File: config.mk
export PLATFORM = sky130hd
export DESIGN_NAME = iv_predictor
export DESIGN_NICKNAME = d
export VERILOG_FILES = /design/src/rtl/iv_pkg.sv /design/src/rtl/iv_predictor.sv
export SDC_FILE = /design/constraint.sdc
export NUM_CORES = 1
export LEC_CHECK = 0
export ABC_AREA = 1
export BUFFER_PORTS_ARGS = -buffer_cell sky130_fd_sc_hd__clkbuf_2
export CORE_MARGIN = 4
export CORE_UTILIZATION = 30
export CTS_BUF_LIST = sky130_fd_sc_hd__clkbuf_4 sky130_fd_sc_hd__clkbuf_8
export DETAILED_ROUTE_END_ITERATION = 8
export PLACE_DENSITY = 0.53
export SYNTH_ARGS = -nofsm -noshare
export SYNTH_HDL_FRONTEND = slang
export SYNTH_SLANG_ARGS = --single-unit
File: constraint.sdc
create_clock -name clk -period 3.2 [get_ports clk]
set_input_delay 0.32 -clock clk [delete_from_list [all_inputs] [get_ports clk]]
set_output_delay 0.32 -clock clk [all_outputs]
set_load 0.03 [all_outputs]
File: src/rtl/iv_pkg.sv
`default_nettype none
// ============================================================================
//  Module   : iv_pkg
//  Purpose  : Shared definitions for the 128-bit Galois IV sequence: width,
//             feedback taps, checker FSM states and the bit-exact step
//             function iv_next() used by the generator, the checker and its
//             testbench model.
//  Ports    : none (package)
//  Revision : 1.0  initial release
// ============================================================================
package iv_pkg;

    localparam int IV_W     = 128;
    localparam int IV_NTAPS = 3;
    localparam int IV_TAPS [IV_NTAPS] = '{99, 101, 104};

    typedef enum logic [1:0] {
        HUNT   = 2'd0,
        VERIFY = 2'd1,
        LOCKED = 2'd2
    } state_t;

    // Bit mask of the tap positions, built from IV_TAPS so the two never
    // disagree.
    function automatic logic [IV_W-1:0] iv_tap_mask();
        logic [IV_W-1:0] m;
        m = '0;
        for (int k = 0; k < IV_NTAPS; k++) begin
            m = m | ({{(IV_W-1){1'b0}}, 1'b1} << IV_TAPS[k]);
        end
        return m;
    endfunction

    localparam logic [IV_W-1:0] IV_TAP_MASK = iv_tap_mask();

    // One Galois step: rotate left by one; when the feedback bit is set the
    // tap positions take the inverted old bit instead of the shifted bit.
    function automatic logic [IV_W-1:0] iv_next(input logic [IV_W-1:0] c);
        logic            fb;
        logic [IV_W-1:0] shifted;
        fb      = c[IV_W-1];
        shifted = {c[IV_W-2:0], fb};
        if (fb) begin
            return (shifted & ~IV_TAP_MASK) | (~c & IV_TAP_MASK);
        end
        return shifted;
    endfunction

endpackage : iv_pkg
`default_nettype wire

File: src/rtl/iv_predictor.sv
`default_nettype none
// ============================================================================
//  Module   : iv_predictor
//  Purpose  : Holds the predicted next IV. 'load' seeds the prediction from
//             the observed sample, 'step' advances the prediction by one
//             generator step. 'match' compares the observed sample against
//             the current prediction combinationally.
//  Ports    : clk, rst_n        clock, async active-low reset
//             load, step        seed from iv_in / free-run advance (load wins)
//             iv_in[127:0]      observed IV
//             match             iv_in equals current prediction
//  Revision : 1.0  initial release
// ============================================================================
module iv_predictor
    import iv_pkg::*;
(
    input  logic            clk,
    input  logic            rst_n,
    input  logic            load,
    input  logic            step,
    input  logic [IV_W-1:0] iv_in,
    output logic            match
);

    logic [IV_W-1:0] r_pred;

    always_ff @(posedge clk or negedge rst_n) begin
        if (!rst_n) begin
            r_pred <= '0;
        end else if (load) begin
            r_pred <= iv_next(iv_in);
        end else if (step) begin
            r_pred <= iv_next(r_pred);
        end
    end

    assign match = (iv_in == r_pred);

endmodule : iv_predictor
`default_nettype wire

==> flow_summary.json <==
{
  "r2r_start": "r_pred[127]",
  "max-vdd-ir-drop_v": 0.000215,
  "place_congestion": 0.788,
  "insertion_delay_ns": 0.45,
  "status": "finished, final reports clean",
  "clk_pin_slew_ns": 0.08,
  "ys_seq_area_frac": 0.422,
  "syn-instance-count": 1091,
  "top_register": "r_pred",
  "hold_depth": 3,
  "dr.pass1.iters": 5,
  "ctsHoldBuffers": 1,
  "route.detailed.drc": 0,
  "finalCritPeriodShare": 0.811,
  "path_cells": "inv_1, nand2_1, nand2_1, nor2_1, nand2_1, nor2_1, nand2_1, nor2_1, nand2_1, nor2_1, clkbuf_2",
  "htreeDepth": 4,
  "fp.dieArea_um2": 27900,
  "grt_pass1_wl_mm": 36.2,
  "drtAntennaViolNets": 0,
  "worst_hold_slack_ns": 0.151,
  "worstSetupStartpointType": "register",
  "min_to": "r_pred[126]",
  "vias": 7343,
  "timing.rr.end": "r_pred[101]",
  "hold_start": "iv_in[125]",
  "finClkSkew_ns": 0.0184,
  "cp-end-kind": "output port",
  "total_power_mw": 4.30,
  "viasPerCell": 4.76,
  "maxSlewViolCount": 0,
  "cp_max_fo": 3,
  "fp.dieH_um": 167,
  "period_needed_ns": 2.60,
  "syn_avg_cell_area_um2": 6.96,
  "core_area_um2": 24600,
  "ctsResizeCount": 0,
  "cts_buffers": 17,
  "worst-endpoint-required_ns": 2.88,
  "start_util": 0.309,
  "largest_reg_flops": 128,
  "dp_hpwl_mm": 15.1,
  "nets": 1340,
  "wl_per_cell_um": 14.3,
  "cp_common_cell": "nand2_1",
  "clock_path_buffers": 2,
  "yosysTopAreaCellShare": 0.422,
  "worst_slew_pin_slew_ns": 0.736,
  "totalWireLength_mm": 22.1,
  "yosys_register_bits": 128,
  "timing.fmax_mhz": 385,
  "postCtsSetupRepairBufs": 0,
  "maxSlewHeadroom": 0.509,
  "rows": 57,
  "fillers": 2653,
  "antenna_found_initial": 1,
  "fin_setup_tns_ns": 0,
  "layout-drive-gt1-share": 0.148,
  "dieWidth_um": 167,
  "synth.area.top_cells": "dfrtp_1 (42%), nand2_1 (15%), o22ai_1 (10%)",
  "rsz0062_at_grt": "false",
  "grt_util_all_layers": 0.159,
  "synthDistinctLibCells": 17,
  "rr_worst_depth": 3,
  "io_pins": 133,
  "rrSetupSlack_ns": 2.04,
  "synth_fp_nets": 1223,
  "arrival_ns": 2.28,
  "root_buffer": "clkbuf_8",
  "synth_top_area_cell": "dfrtp_1",
  "layout_common_cells": "nand2_1 (302), inv_1 (170), nor2_1 (142)",
  "hp-class": "input port to register",
  "overflow": 0,
  "finalHoldViolCount": 0,
  "clock-sinks": 128,
  "grt_pass1_vias": 7027,
  "grt_max_degree": 79,
  "maxCapViolCount": 0,
  "diodes": 0,
  "yosys_warnings": 0,
  "postLayoutCoreUtil": 0.367,
  "area_growth_pct": 19.0,
  "max_stage_delay_ns": 0.38,
  "power.leakage_nw": 4.77,
  "syn-cell-area_um2": 7590,
  "critical_path_class": "register to output port",
  "crit_path_top_delay_cell": "dfrtp_1",
  "top_regs": "r_pred x128",
  "tritoncts": "yes",
  "io_buffers": 132,
  "power_density_nw_per_um2": 475,
  "layout_commonest_cell": "nand2_1",
  "setup_viol": 0,
  "first_iter_violations": 624
}
through the flow:
step,worst slack [ns],cells,instance area [um^2]
floorplan,1.52,1091,7590
global placement,1.01,1512,8610
detailed placement,1.02,1512,8610
CTS,0.529,1544,9040
global route,0.267,1544,9040
finish,0.604,1544,9040
cells by family (layout without fill, tap and decap cells):
kind of cell	Yosys count	count (layout)	synth area share
buf+inv	220	349	0.113
simple gates	485	485	0.247
compound gates	216	216	0.170
xor+xnor	42	42	0.0484
flops	128	128	0.422
power by group:
part	internal (mW)	switching [mW]	total (mW)
clock	0.833	0.669	1.50
combinational	0.346	0.504	0.851
sequential	1.79	0.154	1.94
worst max path at each step:
stage                      from  endpoint  cells past startpoint
floorplan           r_pred[127]     match                      8
global placement       iv_in[9]     match                     12
detailed placement     iv_in[9]     match                     12
CTS                   r_pred[9]     match                     11
global route          r_pred[9]     match                     11
finish                r_pred[9]     match                     11
routing by layer:
layer | part of all wire | GRT usage
met1 | 0.48 | 0.224
met3 | 0.068 | 0.0427
met4 | 0.0084 | 0.0370
met5 | 0.00054 | 0
met2 | 0.44 | 0.245
final cells by class:
| class | count | area (um^2) | share of cell area |
|---|---|---|---|
| Inverter | 173 | 654 | 0.0724 |
| Multi-Input combinational cell | 743 | 3540 | 0.392 |
| Timing Repair Buffer | 145 | 817 | 0.0904 |
| Sequential cell | 128 | 3200 | 0.354 |
| Clock buffer | 22 | 284 | 0.0314 |
| Tap cell | 324 | 405 | 0.0449 |
| Clock inverter | 9 | 134 | 0.0148 |
worst max-delay path: cells and delay by family, from the launching register on:
family / cells / cell delay [ns]
buffers and inverters: 2 / 0.33
DFF: 1 / 0.38
and+or+nand+nor: 9 / 1.14
cell usage after synthesis, drive strengths merged:
library cell and instances:
nor2 144, dfrtp 128, o21ai 3, nand2 302, clkbuf 20, xor2 42
a31oi 32, buf 27, o31ai 4, inv 173, o22ai 125, a21oi 52
nor3 39
Note: power is estimated with default switching activity, not from simulation.
